<file path="config.mk">
export PLATFORM = sky130hd
export DESIGN_NAME = ex_operand_stage
export DESIGN_NICKNAME = d
export VERILOG_FILES = /design/src/rtl/mymips_pkg.sv /design/src/rtl/fwd_mux.sv /design/src/rtl/ex_operand_stage.sv
export SDC_FILE = /design/constraint.sdc
export NUM_CORES = 1
export LEC_CHECK = 0
export ABC_AREA = 1
export CORE_MARGIN = 2
export CORE_UTILIZATION = 49
export CTS_CLUSTER_SIZE = 25
export DETAILED_ROUTE_END_ITERATION = 12
export PLACE_DENSITY = 0.82
export SLEW_MARGIN = 5
export SYNTH_ARGS = -nofsm -noshare
export SYNTH_HDL_FRONTEND = slang
export SYNTH_SLANG_ARGS = --single-unit
</file>
<file path="constraint.sdc">
create_clock -name clk -period 1.9 [get_ports clk]
set_input_delay 0.38 -clock clk [delete_from_list [all_inputs] [get_ports clk]]
set_output_delay 0.38 -clock clk [all_outputs]
set_load 0.02 [all_outputs]
</file>
<file path="src/rtl/mymips_pkg.sv">
// Shared types for the myMIPS 16-bit pipeline:
// widths, ALU command encoding and the ID/EX bundle.
package mymips_pkg;

  localparam int DATA_W = 16;
  localparam int REG_AW = 3;
  localparam int HCNT_W = 16;

  typedef enum logic [2:0] {
    CMD_ADD = 3'b000,
    CMD_SUB = 3'b001,
    CMD_SLL = 3'b010,
    CMD_GT  = 3'b011,
    CMD_SRL = 3'b100,
    CMD_AND = 3'b101,
    CMD_OR  = 3'b110,
    CMD_EQ  = 3'b111
  } alu_cmd_t;

  typedef struct packed {
    logic              valid;
    logic [REG_AW-1:0] rs;
    logic [REG_AW-1:0] rt;
    logic [DATA_W-1:0] rs_val;
    logic [DATA_W-1:0] rt_val;
    logic [DATA_W-1:0] imm;
    logic              use_imm;
    alu_cmd_t          cmd;
    logic [REG_AW-1:0] rd;
    logic              wr_en;
    logic              is_load;
  } id_ex_t;

endpackage

</file>
<file path="src/rtl/fwd_mux.sv">
// Operand forward select: r0 reads zero,
// MEM result beats WB data, else register-file value.
module fwd_mux #(
  parameter int DATA_W = 16,
  parameter int REG_AW = 3
) (
  input  logic [REG_AW-1:0] r_i,
  input  logic [DATA_W-1:0] v_i,
  input  logic              mem_fwd_en_i,
  input  logic [REG_AW-1:0] mem_rd_i,
  input  logic [DATA_W-1:0] mem_res_i,
  input  logic              wb_wr_en_i,
  input  logic [REG_AW-1:0] wb_rd_i,
  input  logic [DATA_W-1:0] wb_data_i,
  output logic [DATA_W-1:0] val_o
);

  logic is_zero;
  logic mem_hit;
  logic wb_hit;

  assign is_zero = (r_i == '0);
  assign mem_hit = mem_fwd_en_i && (mem_rd_i == r_i);
  assign wb_hit  = wb_wr_en_i && (wb_rd_i == r_i);

  always_comb begin
    val_o = v_i;
    if (is_zero)      val_o = '0;
    else if (mem_hit) val_o = mem_res_i;
    else if (wb_hit)  val_o = wb_data_i;
  end

endmodule

</file>
<file path="src/rtl/ex_operand_stage.sv">
// EX front end: ID/EX register, MEM/WB operand
// forwarding, load-use bubbles and ALU input drive.
module ex_operand_stage #(
  parameter int DATA_W = mymips_pkg::DATA_W,
  parameter int REG_AW = mymips_pkg::REG_AW
) (
  input  logic              clk,
  input  logic              rst_n,
  input  logic              id_valid,
  output logic              id_ready,
  input  logic [REG_AW-1:0] id_rs,
  input  logic [REG_AW-1:0] id_rt,
  input  logic [DATA_W-1:0] id_rs_val,
  input  logic [DATA_W-1:0] id_rt_val,
  input  logic [DATA_W-1:0] id_imm,
  input  logic              id_use_imm,
  input  logic [2:0]        id_cmd,
  input  logic [REG_AW-1:0] id_rd,
  input  logic              id_wr_en,
  input  logic              id_is_load,
  input  logic              mem_fwd_en,
  input  logic [REG_AW-1:0] mem_rd,
  input  logic [DATA_W-1:0] mem_res,
  input  logic              wb_wr_en,
  input  logic [REG_AW-1:0] wb_rd,
  input  logic [DATA_W-1:0] wb_data,
  input  logic              ex_hold,
  input  logic              flush,
  output logic [DATA_W-1:0] alu_op1,
  output logic [DATA_W-1:0] alu_op2,
  output logic [2:0]        alu_cmd,
  output logic              ex_valid,
  output logic [REG_AW-1:0] ex_rd,
  output logic              ex_wr_en,
  output logic              ex_is_load,
  output logic [15:0]       hazard_cnt
);
  import mymips_pkg::*;

  id_ex_t q, d;

  logic [DATA_W-1:0] rs_fwd;
  logic [DATA_W-1:0] rt_fwd;
  logic              rs_dep;
  logic              rt_dep;
  logic              hazard;
  logic              bubble;
  logic [15:0]       hcnt_q;
  logic [15:0]       hcnt_d;

  fwd_mux #(
    .DATA_W(DATA_W),
    .REG_AW(REG_AW)
  ) u_fwd_rs (
    .r_i         (q.rs),
    .v_i         (q.rs_val),
    .mem_fwd_en_i(mem_fwd_en),
    .mem_rd_i    (mem_rd),
    .mem_res_i   (mem_res),
    .wb_wr_en_i  (wb_wr_en),
    .wb_rd_i     (wb_rd),
    .wb_data_i   (wb_data),
    .val_o       (rs_fwd)
  );

  fwd_mux #(
    .DATA_W(DATA_W),
    .REG_AW(REG_AW)
  ) u_fwd_rt (
    .r_i         (q.rt),
    .v_i         (q.rt_val),
    .mem_fwd_en_i(mem_fwd_en),
    .mem_rd_i    (mem_rd),
    .mem_res_i   (mem_res),
    .wb_wr_en_i  (wb_wr_en),
    .wb_rd_i     (wb_rd),
    .wb_data_i   (wb_data),
    .val_o       (rt_fwd)
  );

  assign rs_dep = (id_rs == q.rd);
  assign rt_dep = !id_use_imm && (id_rt == q.rd);

  assign hazard = q.valid && q.is_load && q.wr_en
               && (q.rd != '0) && id_valid
               && (rs_dep || rt_dep);

  assign id_ready = !hazard && !ex_hold;
  assign bubble   = !flush && !ex_hold && hazard;

  always_comb begin
    d = q;
    if (flush) begin
      d.valid = 1'b0;
    end else if (ex_hold) begin
      // refresh so a WB write landing during the stall survives
      d.rs_val = rs_fwd;
      d.rt_val = rt_fwd;
    end else if (hazard) begin
      d.valid   = 1'b0;
      d.wr_en   = 1'b0;
      d.is_load = 1'b0;
    end else if (id_valid && id_ready) begin
      d.valid   = 1'b1;
      d.rs      = id_rs;
      d.rt      = id_rt;
      d.rs_val  = id_rs_val;
      d.rt_val  = id_rt_val;
      d.imm     = id_imm;
      d.use_imm = id_use_imm;
      d.cmd     = alu_cmd_t'(id_cmd);
      d.rd      = id_rd;
      d.wr_en   = id_wr_en;
      d.is_load = id_is_load;
    end else begin
      d.valid = 1'b0;
      d.wr_en = 1'b0;
    end
  end

  always_comb begin
    hcnt_d = hcnt_q;
    if (bubble && (hcnt_q != 16'hFFFF)) begin
      hcnt_d = hcnt_q + 16'd1;
    end
  end

  always_ff @(posedge clk or negedge rst_n) begin
    if (!rst_n) begin
      q      <= '0;
      hcnt_q <= '0;
    end else begin
      q      <= d;
      hcnt_q <= hcnt_d;
    end
  end

  assign alu_op1    = rs_fwd;
  assign alu_op2    = q.use_imm ? q.imm : rt_fwd;
  assign alu_cmd    = q.cmd;
  assign ex_valid   = q.valid;
  assign ex_rd      = q.rd;
  assign ex_wr_en   = q.valid && q.wr_en;
  assign ex_is_load = q.valid && q.is_load;
  assign hazard_cnt = hcnt_q;

endmodule
</file>
# ---- After elaboration in Yosys (flattened, before gate mapping)
# Index checks and enable logic that the tools add are counted.
dict set report word_totals {
  mem_bits_rw 0
  latchBits 0
  in_bits 108
  romBits 0
  output_inout_bits 58
  memories 0
  ff_bits 80
}
dict set report classes {
  n_mul 0
  add_sub_neg 1
  n_div 0
  reduce_logical 30
  magnitude_cmp 0
  shift 0
  bitwise_logic 3
  mux 17
  eq_ne 9
}
# operator n
set ops {}
lappend ops {{$mux 61} 2}
lappend ops {{$mux 16} 7}
lappend ops {{$mux 32} 1}
lappend ops {{$eq 3x3->1} 6}
lappend ops {{$add 16x1->16 const B} 1}
lappend ops {{$logic_and 1x1->1} 16}
lappend ops {{$ne 16x16->1 const B} 1}
lappend ops {{$mux 7} 1}
lappend ops {{$logic_not 3->1} 2}
lappend ops {{$reduce_and 3->1} 2}
lappend ops {{$mux 1} 5}
lappend ops {{$logic_not 1->1} 4}
lappend ops {{$reduce_and 4->1} 1}
lappend ops {{$reduce_bool 2->1} 2}
lappend ops {{$not 1->1} 3}
lappend ops {{$reduce_bool 3->1} 1}
lappend ops {{$mux 2} 1}
lappend ops {{$ne 2x1->1 const B} 1}
lappend ops {{$ne 2x2->1 const B} 1}
lappend ops {{$reduce_and 2->1} 1}
lappend ops {{$logic_or 1x1->1} 1}

# ---- Depth between registers and ports, before layout
# Gate-level depths: netlist (run 1).
dict set report logic_depth {
  ltp_word 12
  mapped_depth 12
}

# ---- Cells and area by module
# Synthesis (run 1) repeated with hierarchy kept, for this count alone.
dict set report unflattened {
  cells_unflattened 907
  area_unflattened_um2 6183.4
}
# mod area_each_um2 n_inst cells_each
set by_module_without_submodules {}
lappend by_module_without_submodules {ex_operand_stage 4321.6 1 571}
lappend by_module_without_submodules {fwd_mux 930.9 2 168}

# ---- Worst setup path before layout (run 1)
# No wires, ideal clock.
dict set report synth_timing {
  path_kind {reg-to-output}
  start {reg q[57] (netlist bit)}
  end {out alu_op2[10]}
  setup_slack_ns 0.051
  required_time_ns 1.520
  arrival_ns 1.469
  path_stages_with_launch 9
  n_path_buf 1
  cell_sequence {dfrtp_1 nand2_1 nand2_1 nor2_4 buf_2 nand3_1 nand3_1 nand2_1 o21ai_1}
}
dict set report synth_between {
  elab_chain_cells 6
  elab_cells_between_ends 9
  cone_classes {eq/ne: 2; mux: 4; reduce/logical: 3}
}
# element line
set synth_lines {}
lappend synth_lines {{start: declaration} ex_operand_stage.sv:40} ;# id_ex_t q, d;
lappend synth_lines {{start signal: assignment} ex_operand_stage.sv:130} ;# q <= '0;
lappend synth_lines {{start signal: assignment} ex_operand_stage.sv:133} ;# q <= d;
lappend synth_lines {{$eq 3x3->1} fwd_mux.sv:24} ;# assign wb_hit = wb_wr_en_i && (wb_rd_i == r_i);
lappend synth_lines {{$logic_and 1x1->1} fwd_mux.sv:24}
lappend synth_lines {{$mux 16} fwd_mux.sv:30} ;# else if (wb_hit) val_o = wb_data_i;
lappend synth_lines {{$mux 16} fwd_mux.sv:29} ;# else if (mem_hit) val_o = mem_res_i;
lappend synth_lines {{$mux 16 *} fwd_mux.sv:28} ;# if (is_zero) val_o = '0;
lappend synth_lines {{$mux 16 *} ex_operand_stage.sv:139} ;# assign alu_op2 = q.use_imm ? q.imm : rt_fwd;
lappend synth_lines {{end: declaration} ex_operand_stage.sv:30} ;# output logic [DATA_W-1:0] alu_op2,
# Mark *: on every way between the ends. The rest lies on a longest branch, timed or not.

# ---- Worst setup path after layout (run 1)
dict set report layout_timing {
  start {reg q[58] (netlist bit)}
  end {out alu_op2[12]}
}
# The elaborated chain is that of the path after synthesis.

==> results.json, run 1 <==
{
  "dp_hpwl_mm": 14.38,
  "powerDensity_nw_per_um2": 816.0,
  "fin_nets": 1288,
  "ys_seq_elements": 80,
  "firstDrtPassIters": 13,
  "path_clk_slew_ns": 0.06,
  "htree_levels": 3,
  "area_growth_pct": 71.42,
  "finalCriticalPeriod_ns": 2.764,
  "gr-total-overflow": 0,
  "skew_ns": 0.01913,
  "antenna_found_initial": 0,
  "outcome": "finished with violations",
  "hold_viol": 0,
  "clkLatencyLatePin_ns": 0.36,
  "drt_iter0_markers": 1333,
  "vias_per_cell": 6.319,
  "power_w": 0.008255,
  "violations": "DRC, setup timing",
  "grt_pass1_wl_mm": 38.07,
  "wirelength_mm": 29.49,
  "diodes": 0,
  "grt_max_degree": 43,
  "syn_area_sq_um": 5902,
  "worstSetupEndpointType": "output port",
  "rows": 40,
  "critPathMaxFanout": 6,
  "dieArea_sq_um": 12940,
  "start_util_pct": 49.76,
  "vias": 8404,
  "p_leak_nw": 5.248,
  "layout_setup_ws_ns": -0.8641,
  "postRouteAntennaNets": 0,
  "cp-start-kind": "register",
  "dieHeight_um": 113.8,
  "cts_buffers": 9,
  "arrival_ns": 2.38,
  "place_congestion": 0.9509,
  "yosysSeqAreaShare_pct": 33.92,
  "criticalPathCategory": "register to output port",
  "root_buffer": "clkbuf_16",
  "die_x_um": 113.8,
  "crit_required_ns": 1.52,
  "max_freq_ghz": 0.3618,
  "setup_tns_ns": -16.66,
  "cts_max_path_buffers": 2,
  "syn-num-nets": 1019,
  "synth_top_area_share_pct": 33.92,
  "hold_path.class": "input port to register",
  "yosys.area.top_type": "dfrtp_1",
  "worstMarginPinSlew_ns": 0.3657,
  "setup_violations": 43,
  "syn_avg_cell_area_sq_um": 6.486,
  "drv_cap": 0,
  "syn_inst": 910,
  "synth_cell_types": 28,
  "io_pins": 166,
  "io_buffers": 165,
  "relSlewSlack_pct": 75.54,
  "numClockSinks": 80,
  "route.detailed.drc": 12,
  "synthTopCellsByArea": "dfrtp_1, nand2_1, nand3_1",
  "grt_pass1_vias": 7556,
  "yosysWarnings": 0,
  "rsz0062_at_grt": "true",
  "wl_per_cell_um": 22.17,
  "grt_usage_pct": 37.60,
  "vdd_ir_drop_max_mv": 0.5911,
  "core-area_sq_um": 11860,
  "cts_tree": "done",
  "min_period_over_period_pct": 145.5,
  "dp_slack_ns": -1.088,
  "final_max_slew_viol_count": 0,
  "drive_gt1_share_pct": 36.35
}
-- power breakdown --
group          leakage, nW  total [W]  internal [W]  switching, W
clock                0.149    0.00190       0.00115      0.000756
combinational         4.08    0.00421       0.00186       0.00236
sequential            1.02    0.00214       0.00193      0.000206
-- synthesized netlist by cell type, drive strengths merged --
cell	count
o21ai	34
clkbuf	16
xor2	5
nand4	36
nor2	28
xnor2	8
a21oi	5
nand2	349
dfrtp	80
inv	104
ha	1
nand3	195
buf	42
or2	1
nor3	5
nor3b	1
-- cell families after synthesis --
family / after synthesis / synth area share, %
fa+ha+maj: 1 / 0.2120
compound gates: 39 / 3.371
flops: 80 / 33.92
xor+xnor: 13 / 1.929
simple gates: 615 / 47.59
buf+inv: 162 / 12.97
-- what timing repair did --
action	CTS	global route
buffers inserted	55	19
endpoints found under the hold margin	18	0
pin swaps	63	87
setup endpoints to repair	34	76
hold buffers	1	0
resized for setup	328	160
gates cloned	8	3
-- final timing paths --
path	slack (ns)	cells after the start	to	from
max in group asynchronous	0.83	3	q[17]	rst_n
min in group asynchronous	0.47	2	q[38]	rst_n
setup reg to reg	-0.62	18	q[32]	q[58]
setup / recovery	-0.86	11	alu_op2[12]	q[58]
hold reg to reg	0.47	2	q[13]	q[13]
hold / removal	0.44	4	q[61]	id_rs[1]
-- state kept, by name, indices dropped and copies added (netlist names) --
signal / cells
q: 57
ex_valid: 1
hazard_cnt: 16
alu_cmd: 3
ex_rd: 3
-- routing by layer --
layer / vias to the layer above / wire, um / GRT usage [%] / part of all wire [%]
li1: 3454 / - / - / -
met1: 3785 / 9959 / 45.91 / 34
met2: 845 / 12770 / 59.80 / 43
met3: 320 / 3786 / 9.192 / 13
met4: 0 / 2970 / 23.90 / 10
met5: - / 0 / 0 / 0
-- layout make-up --
| type | count | area [sq um] |
|---|---|---|
| sequential | 80 | 2003 |
| inverter | 104 | 390.4 |
| fill | 578 | 1744 |
| clock buffer | 10 | 229.0 |
| tap | 147 | 183.9 |
| clock inverter | 5 | 81.33 |
| multi-input combinational | 671 | 3993 |
| timing repair buffer | 313 | 3237 |
-- cells in the final DEF, fill, tap and decap left out, types with 15 or more instances in the layout --
master | netlist | routed
nand2_2 | 5 | 72
dfrtp_1 | 80 | 79
nand2_4 | 3 | 20
clkdlybuf4s50_1 | 0 | 118
inv_2 | 18 | 42
nand3_2 | 10 | 51
nand4_1 | 35 | 35
inv_1 | 86 | 62
nor2_1 | 19 | 15
buf_12 | 0 | 19
buf_4 | 15 | 96
buf_6 | 11 | 60
nand2_1 | 341 | 256
nand3_4 | 0 | 18
o21ai_1 | 20 | 16
nand3_1 | 185 | 126
-- critical path: stages, from the launching register on --
cell	delay, ns
dfrtp_1	0.44
inv_2	0.09
nand2_2	0.07
nand2_2	0.06
nor2_4	0.27
buf_6	0.18
nand3_1	0.14
nand2_1	0.28
inv_1	0.17
nand2_2	0.13
o21ai_2	0.07
buf_6	0.13
-- metrics by stage --
step / util (%) / instance area (sq um) / cells / hold WS (ns)
2_1_floorplan: - / 5902 / 910 / 0.08441
3_3_place_gp: 69.11 / 8198 / 1249 / 0.2801
3_5_place_dp: 69.11 / 8198 / 1249 / 0.2808
4_1_cts: 80.22 / 9515 / 1328 / 0.4731
5_1_grt: 85.30 / 10120 / 1330 / 0.4476
6_report: 85.30 / 10120 / 1330 / 0.4402
Note: power is estimated with default switching activity, not from simulation.
==> run 2, diff against run 1 <==
--- a/config.mk
+++ b/config.mk
@@ -10,6 +10,7 @@
 export CORE_UTILIZATION = 49
 export CTS_CLUSTER_SIZE = 25
 export DETAILED_ROUTE_END_ITERATION = 12
+export GPL_ROUTABILITY_DRIVEN = 0
 export PLACE_DENSITY = 0.82
 export SLEW_MARGIN = 5
 export SYNTH_ARGS = -nofsm -noshare
==> run 2 against run 1 <==
Effect of this change:
- the flow finishes with violations (setup timing)
- count of clock-buffer cells in the layout grew 2
- worst setup slack improved by 0.39 ns
- final cell count fell by 1.9%
- clock skew shrank 0.010 ns
- worst hold slack worse by 0.0028 ns
- sequential share of layout area up 1.1 points
==> results.json, run 2 (synthesis results as in run 1) <==
{
  "wl_per_cell_um": 18.69,
  "layout_setup_ws_ns": -0.4740,
  "skew_ns": 0.009077,
  "dp.cells": 1252,
  "power_w": 0.007692,
  "reg2reg_to": "q[52]",
  "whs_path_depth": 4,
  "p_comb_share_pct": 47.5,
  "cts_tree": "done",
  "relSlewSlack_pct": 73.80,
  "htree_levels": 3,
  "rows": 40,
  "min_period_over_period_pct": 124.9,
  "vias": 7607,
  "powerDensity_nw_per_um2": 800.6,
  "start_util_pct": 49.76,
  "outcome": "finished with violations",
  "r2r_start": "q[60]",
  "root_buffer": "clkbuf_16",
  "fin_nets": 1263,
  "design_area_sq_um": 9608,
  "final_common_cell": "nand2_1",
  "path_clk_slew_ns": 0.06,
  "p_leak_nw": 5.071,
  "antenna_found_initial": 0,
  "route.detailed.drc": 0,
  "dieHeight_um": 113.8,
  "p_seq_share_pct": 27.7,
  "grt_pass1_wl_mm": 33.72,
  "arrival_ns": 1.99,
  "area_growth_pct": 62.79,
  "detailed_place.area_sq_um": 8183,
  "criticalPathCategory": "register to output port",
  "postRouteAntennaNets": 0,
  "min_from": "id_rt[0]",
  "dieArea_sq_um": 12940,
  "largest_reg_flops": 57,
  "io_pins": 166,
  "hold_viol": 0,
  "max_freq_ghz": 0.4212,
  "critPathMaxFanout": 4,
  "firstDrtPassIters": 11,
  "reg2reg_setup_slack_ns": -0.01,
  "reg2regPathDepth": 14,
  "pwr-share-clk_pct": 24.8,
  "cts_max_path_buffers": 2,
  "setup_violations": 33,
  "grt_usage_pct": 33.00,
  "core-area_sq_um": 11860,
  "drt_iter0_markers": 1091,
  "p_int_w": 0.004787,
  "finalCriticalPeriod_ns": 2.374,
  "grt_max_degree": 37,
  "p_sw_w": 0.002905,
  "crit_required_ns": 1.52,
  "clkLatencyLatePin_ns": 0.34,
  "netSwitchingFraction_pct": 37.77,
  "dp_hpwl_mm": 14.42,
  "worstSetupEndpointType": "output port",
  "holdPathEnd": "q[57]",
  "final_max_slew_viol_count": 0,
  "io_buffers": 165,
  "worstMarginPinSlew_ns": 0.3931,
  "vdd_ir_drop_max_mv": 0.5581,
  "finalNonFillerCells": 1305,
  "numClockSinks": 80,
  "cp-start-kind": "register",
  "drv_cap": 0,
  "die_x_um": 113.8,
  "cts_buffers": 9,
  "grt_pass1_vias": 6631,
  "drive_gt1_share_pct": 33.16,
  "final_cell_mix": "nand2_1, nand3_1, clkdlybuf4s50_1",
  "wirelength_mm": 24.39,
  "vias_per_cell": 5.829,
  "regMostFlops": "q",
  "gr-total-overflow": 0,
  "hold_path.class": "input port to register",
  "violations": "setup timing",
  "diodes": 0,
  "rsz0062_at_grt": "true"
}
run 2: cell types whose count changed in the layout (fill, tap and decap cells not counted), sizes merged:
| cell | before | now |
|---|---|---|
| nand2 | 352 | 350 |
| inv | 105 | 104 |
| dlygate4sd2 | 9 | 6 |
| dlymetal6s2s | 4 | 6 |
| clkbuf | 13 | 14 |
| clkinvlp | 1 | 0 |
| buf | 178 | 157 |
run 2: what timing repair did:
action,CTS,global route
endpoints found under the hold margin,26,0
hold buffers,1,0
pin swaps,22,55
gates resized for setup,254,180
gates cloned,3,2
buffers inserted,22,12
setup endpoints to repair,34,75
run 2: worst max-delay path: stages, from the launching register on:
cell and delay (ns):
dfrtp_1 0.43, inv_2 0.12, nand2_2 0.06, nand2_2 0.07
nor2_4 0.05, buf_4 0.15, buf_4 0.15, nand3_1 0.12
nand2_1 0.10, inv_2 0.07, nand2_2 0.06, o21ai_2 0.13
buf_6 0.14
run 2: area by class of cell:
type / instances / area [sq um]
clock inverter: 3 / 65.06
tap: 147 / 183.9
multi-input combinational: 669 / 3736
inverter: 104 / 390.4
clock buffer: 12 / 256.5
sequential: 80 / 2004
timing repair buffer: 290 / 2972
fill: 745 / 2253
run 2: power by group through the flow:
stage / registers [W] / clock network, W / logic [W]
after CTS: 0.00207 / 0.00190 / 0.00303
after floorplan: 0.00207 / 0 / 0.00150
after global placement: 0.00209 / 0 / 0.00268
after global routing: 0.00215 / 0.00199 / 0.00385
final: 0.00213 / 0.00191 / 0.00365
after detailed placement: 0.00210 / 0 / 0.00272
run 2: stage by stage:
stage          setup slack (ns)  util (%)  TNS (ns)  hold slack, ns
2_1_floorplan           0.05056         -         0         0.08441
3_3_place_gp             -1.045     68.99    -40.89          0.3368
3_5_place_dp             -1.088     68.99    -45.45          0.3377
4_1_cts                 -0.3882     75.38    -11.02          0.4724
5_1_grt                 -0.5566     81.00    -15.47          0.4561
6_report                -0.4740     81.00    -13.20          0.4374
run 2: worst max path at each step:
stage / from / end / slack (ns) / depth (start not counted)
after floorplan: q[57] / alu_op2[10] / 0.05 / 8
after global placement: mem_rd[1] / alu_op2[4] / -1.05 / 10
after detailed placement: wb_rd[1] / alu_op2[2] / -1.09 / 11
after CTS: q[59] / alu_op2[7] / -0.39 / 13
after global routing: q[58] / alu_op2[13] / -0.56 / 11
final: q[57] / alu_op2[3] / -0.47 / 12
run 2: layer usage:
| metal | GRT usage [%] | share of wire, % | vias up |
|---|---|---|---|
| li1 | - | - | 3397 |
| met1 | 44.11 | 37 | 3435 |
| met3 | 4.091 | 11 | 174 |
| met2 | 54.05 | 45 | 601 |
| met5 | 0 | 0 | - |
| met4 | 14.80 | 6.5 | 0 |
